===== config.mk =====
export PLATFORM = sky130hd
export DESIGN_NAME = ram_arbiter
export DESIGN_NICKNAME = d
export VERILOG_FILES = /design/src/rtl/ram_ctrl_pkg.sv /design/src/rtl/ram_arbiter_rr_arb2.sv /design/src/rtl/ram_arbiter.sv
export SDC_FILE = /design/constraint.sdc
export NUM_CORES = 1
export LEC_CHECK = 0
export ABC_CLOCK_PERIOD_IN_PS = 1250
export CORE_MARGIN = 2
export CORE_UTILIZATION = 40
export CTS_CLUSTER_SIZE = 12
export DETAILED_ROUTE_END_ITERATION = 12
export DONT_BUFFER_PORTS = 1
export HOLD_SLACK_MARGIN = 0.05
export SYNTH_ARGS = -nofsm -noshare
export SYNTH_HDL_FRONTEND = slang
export SYNTH_SLANG_ARGS = --single-unit

===== constraint.sdc =====
create_clock -name clk -period 1.25 [get_ports clk]
set_clock_uncertainty 0.05 [all_clocks]
set_input_delay 0.1875 -clock clk [delete_from_list [all_inputs] [get_ports clk]]
set_output_delay 0.1875 -clock clk [all_outputs]
set_load 0.02 [all_outputs]

===== src/rtl/ram_ctrl_pkg.sv =====
// Shared types and constants for the RAM arbiter: FSM states, bus width defaults
// and requester indices.
package ram_ctrl_pkg;

  localparam int DEF_ADDR_W = 10;
  localparam int DEF_DATA_W = 8;

  localparam logic REQ0 = 1'b0;
  localparam logic REQ1 = 1'b1;

  typedef enum logic [1:0] {
    IDLE   = 2'd0,
    ACCESS = 2'd1,
    RDWAIT = 2'd2
  } state_t;

endpackage


===== src/rtl/ram_arbiter_rr_arb2.sv =====
// Two-way round-robin pick: combinational winner from req, 1-bit last-served pointer
// updated on advance; after reset the pointer names r1 so r0 wins first.
module rr_arb2
  import ram_ctrl_pkg::*;
(
  input  logic       clk,
  input  logic       rst,
  input  logic [1:0] req,
  input  logic       advance,
  output logic       grant_idx
);

  logic r_last;

  always_comb begin
    grant_idx = REQ0;
    if (req[0] && req[1]) begin
      grant_idx = ~r_last;
    end else if (req[1]) begin
      grant_idx = REQ1;
    end
  end

  always_ff @(posedge clk) begin
    if (rst) begin
      r_last <= REQ1;
    end else if (advance) begin
      r_last <= grant_idx;
    end
  end

endmodule


===== src/rtl/ram_arbiter.sv =====
// Arbitrates two requesters onto a single-port synchronous RAM: gnt+strobes one cycle
// after a req is seen in IDLE, read data returned two cycles after gnt; requesters hold req until gnt.
module ram_arbiter
  import ram_ctrl_pkg::*;
#(
  parameter int ADDR_W = DEF_ADDR_W,
  parameter int DATA_W = DEF_DATA_W
) (
  input  logic              clk,
  input  logic              rst,
  input  logic              r0_req,
  input  logic              r0_we,
  input  logic [ADDR_W-1:0] r0_addr,
  input  logic [DATA_W-1:0] r0_wdata,
  input  logic              r1_req,
  input  logic              r1_we,
  input  logic [ADDR_W-1:0] r1_addr,
  input  logic [DATA_W-1:0] r1_wdata,
  output logic              r0_gnt,
  output logic              r1_gnt,
  output logic              r0_rvalid,
  output logic              r1_rvalid,
  output logic [DATA_W-1:0] rdata,
  output logic [ADDR_W-1:0] ram_addr,
  output logic [DATA_W-1:0] ram_wdata,
  input  logic [DATA_W-1:0] ram_rdata,
  output logic              ram_cs,
  output logic              ram_rd,
  output logic              ram_wr
);

  state_t r_state;
  state_t w_state_nxt;
  logic   r_owner;

  logic              w_any;
  logic              w_grant;
  logic              w_advance;
  logic              w_we;
  logic [ADDR_W-1:0] w_addr;
  logic [DATA_W-1:0] w_wdata;

  assign w_any     = r0_req | r1_req;
  assign w_advance = (r_state == IDLE) && w_any;
  assign w_we      = (w_grant == REQ1) ? r1_we    : r0_we;
  assign w_addr    = (w_grant == REQ1) ? r1_addr  : r0_addr;
  assign w_wdata   = (w_grant == REQ1) ? r1_wdata : r0_wdata;

  rr_arb2 u_rr_arb2 (
    .clk       (clk),
    .rst       (rst),
    .req       ({r1_req, r0_req}),
    .advance   (w_advance),
    .grant_idx (w_grant)
  );

  always_ff @(posedge clk) begin
    if (rst) begin
      r_state <= IDLE;
    end else begin
      r_state <= w_state_nxt;
    end
  end

  always_comb begin
    w_state_nxt = r_state;
    case (r_state)
      IDLE:    if (w_any) w_state_nxt = ACCESS;
      ACCESS:  w_state_nxt = ram_wr ? IDLE : RDWAIT;
      RDWAIT:  w_state_nxt = IDLE;
      default: w_state_nxt = IDLE;
    endcase
  end

  // Strobes and pulses default low every cycle; each state only raises what it owns.
  always_ff @(posedge clk) begin
    if (rst) begin
      r_owner   <= REQ0;
      r0_gnt    <= 1'b0;
      r1_gnt    <= 1'b0;
      r0_rvalid <= 1'b0;
      r1_rvalid <= 1'b0;
      rdata     <= '0;
      ram_addr  <= '0;
      ram_wdata <= '0;
      ram_cs    <= 1'b0;
      ram_rd    <= 1'b0;
      ram_wr    <= 1'b0;
    end else begin
      r0_gnt    <= 1'b0;
      r1_gnt    <= 1'b0;
      r0_rvalid <= 1'b0;
      r1_rvalid <= 1'b0;
      ram_cs    <= 1'b0;
      ram_rd    <= 1'b0;
      ram_wr    <= 1'b0;
      case (r_state)
        IDLE: begin
          if (w_any) begin
            r_owner   <= w_grant;
            ram_addr  <= w_addr;
            ram_wdata <= w_wdata;
            ram_cs    <= 1'b1;
            ram_rd    <= ~w_we;
            ram_wr    <= w_we;
            r0_gnt    <= (w_grant == REQ0);
            r1_gnt    <= (w_grant == REQ1);
          end
        end
        RDWAIT: begin
          rdata     <= ram_rdata;
          r0_rvalid <= (r_owner == REQ0);
          r1_rvalid <= (r_owner == REQ1);
        end
        default: ;
      endcase
    end
  end

endmodule


==> results.toml <==
[place]
port_buffers = 0
finalWeightedCongestion = 0.6472
dp_hpwl_um = 2619
dp.cells = 225

[cells_and_area]
drive_gt1_share_pct = 26.74
instances_no_fill = 235
n_antenna_cell = 0
fin_nets = 236
area_growth_syn_to_layout_pct = 23.62
nFillCells = 337

[drt]
via_count = 1278
drt_first_pass_iters = 4
wl_um = 3644
drtIter0Drc = 32
route.detailed.drc = 0
routedWlPerCell_um = 15.51
ant_nets = 0
viasPerCell = 5.438

[pwr]
seqPwrFrac_pct = 45.1
power_frac_comb_pct = 16.6
leakage_nw = 0.7252
p_int_mw = 2.320
pwr-share-clk_pct = 38.3
vdd_drop_max_v = 0.0005785
finalPower_mw = 3.137
p_per_area_nw_per_um2 = 1669
switching_share_pct = 26.03
netSwitchingPower_mw = 0.8165

[sta]
fin_crit_ns = 1.179
finalSetupViolCount = 0
drv_slew = 0
min_period_over_period_pct = 94.35
hold_viol_final = 37
slew_headroom_pct = 76.63
worst_slew_pin_slew_ns = 0.3505
whs_ns = -0.08315
fmax_ghz = 0.8479

[grt]
grt_max_degree = 38
track_usage_pct = 17.52
grt_pass1_vias = 1276
antenna_found_initial = 0
grt_first_pass_wirelength_um = 5796
grt_overflow = 0

[synthesis]
ys_seq_elements = 37
avgSynthCellArea_um2 = 8.787
netlist-cell-type-count = 23
syn_inst = 173
synth_largest_area_cell = "dfxtp_1"
ys_warn_count = 0
ys_seq_area_share_pct = 48.72
synth.area.top_cells = "dfxtp_1 (49%), nand2_1 (13%), a311oi_2 (9.9%)"
yosys.area.top_type_share_pct = 48.72
syn_area_um2 = 1520
syn_nets = 223

[clocking]
insertion_delay_ns = 0.28
numCtsBuffers = 5
htree_levels = 2
cts_sinks = 37
cts_tree = "done"
clk_pin_slew_worst_paths_ns = 0.07
cts-root-buf = "clkbuf_8"
clock_path_buffers = 2

[floorplanning]
io_pins = 83
initial_core_util_pct = 41.52
fp.dieH_um = 65.65
fp.coreArea_um2 = 3661
die_area_um2 = 4310
fp.dieW_um = 65.65
num_rows = 22

[setup_path]
start_kind = "register"
rrSetupSlack_ns = 0.07
cp.arrival_ns = 1.32
critPathTopFamily = "compound AO/OA/AOI/OAI gates"
crit_type = "reg2reg"
cpPeakStageDelay_ns = 0.38
cp-end-kind = "register"
crit_required_ns = 1.39
worstPathMaxFanout = 8
slowest_stage = "dfxtp_2"
path_buf_inv = 1
path_cells = "a21bo_4 > buf_12 > nand2_1 > a311oi_1"

[run_status]
violations = "hold timing"
status = "finished with violations"

[min_path]
hp-class = "in2reg"

[job]
max-cap-violations = 0
## power by group through the flow
stage / sequential, mW / clock (mW) / combinational (mW)
2_1_floorplan: 1.47 / 0 / 0.318
3_3_place_gp: 1.43 / 0 / 0.461
3_5_place_dp: 1.44 / 0 / 0.482
4_1_cts: 1.41 / 1.23 / 0.500
5_1_grt: 1.43 / 1.27 / 0.570
6_report: 1.42 / 1.20 / 0.520
## metal layers
layer | track usage, % | vias up | share of wire [%]
met3 | 6.164 | 7 | 8.5
li1 | - | 627 | -
met1 | 18.91 | 587 | 41
met4 | 7.813 | 0 | 1.8
met2 | 30.56 | 57 | 49
met5 | 0 | - | 0
## cells in the final DEF (no fill, tap or decap)
cell and count:
or2_1 1, nor4b_1 1, a21bo_2 1, dfxtp_2 3, dfxtp_1 34, a311oi_2 12, o21bai_1 1, nor3b_2 1
clkinv_2 1, and3_1 1, a311oi_1 6, nor2_4 1, buf_6 4, and2_1 1, nor3b_1 1, buf_4 16
buf_12 2, nor2_1 3, nor3_1 3, nand2b_1 1, bufinv_16 2, nor2b_1 1, mux2i_1 1, a21bo_4 1
a21oi_1 28, clkbuf_8 5, nand2_1 54, a21boi_4 1
## kinds of logic (layout without fill, tap and decap cells)
kind of cell    Yosys count  in the layout  synth area share, %
buf+inv                  16             30                5.679
flops                    37             37                48.72
compound gates           50             50                26.01
mux                       1              1               0.6585
simple gates             69             69                18.93
## flip-flops by register name, indices dropped and copies added (netlist names)
name and cells:
r0_gnt 1, r0_rvalid 1, r1_gnt 1, r1_rvalid 1, r_owner 1, r_state 2, ram_addr 10, ram_cs 1
ram_rd 1, ram_wdata 8, ram_wr 1, rdata 8, u_rr_arb2.r_last 1
## path summary, 6_finish.rpt
kind                                       from                        end  cells past startpoint
setup / recovery  u_rr_arb2.r_last$_SDFFE_PP1P_   ram_addr[0]$_SDFFE_PP0P_                      4
hold / removal                              rst  ram_wdata[1]$_SDFFE_PP0P_                      1
setup reg to reg  u_rr_arb2.r_last$_SDFFE_PP1P_   ram_addr[0]$_SDFFE_PP0P_                      4
hold reg to reg            r_owner$_SDFFE_PP0P_       r0_rvalid$_SDFF_PP0_                      1
## worst reg2reg max path, delay by kind of cell, from the launching register on
kind / cells / cell delay [ns]
and+or+nand+nor: 1 / 0.05
AOI/OAI and AO/OA: 2 / 0.47
buffers and inverters: 1 / 0.13
DFF: 1 / 0.38
## layout make-up
class	count	area, um2	share of cell area, %
clock buffers	5	68.82	3.662
repair buffers	22	205.2	10.92
multi-input cells	120	735.7	39.15
well taps	48	60.06	3.196
flip-flops and latches	37	744.5	39.61
clock inverters	3	65.06	3.462
## cells in the mapped netlist (all sizes together)
cell type / n
nand2: 54
dfxtp: 37
a21oi: 28
a311oi: 18
buf: 10
clkbuf: 6
nor2: 4
nor3: 3
a21bo: 2
nor3b: 2
a21boi: 1
and2: 1
and3: 1
mux2i: 1
nand2b: 1
nor2b: 1
nor4b: 1
o21bai: 1
or2: 1
## per-stage QoR
| stage | setup TNS, ns | utilization, % | hold WS [ns] | worst slack, ns | area (um2) |
|---|---|---|---|---|---|
| floorplan | 0 | - | 0.2735 | 0.03004 | 1520 |
| global placement | 0 | 45.25 | 0.2114 | 0.02020 | 1657 |
| detailed placement | -0.4040 | 45.25 | 0.2137 | -0.07647 | 1657 |
| CTS | 0 | 49.90 | -0.09815 | 0.02535 | 1827 |
| global route | -0.003899 | 51.33 | -0.1019 | -0.003899 | 1879 |
| finish | 0 | 51.33 | -0.08315 | 0.07068 | 1879 |
## repair_timing
action | 4_1_cts | 5_1_grt
buffers inserted | 1 | 1
resized for setup | 4 | 11
endpoints found under the hold margin | 37 | 37
setup endpoints to repair | 21 | 17
pin swaps | 1 | 1
No activity file was read; power rests on OpenSTA's default activity.
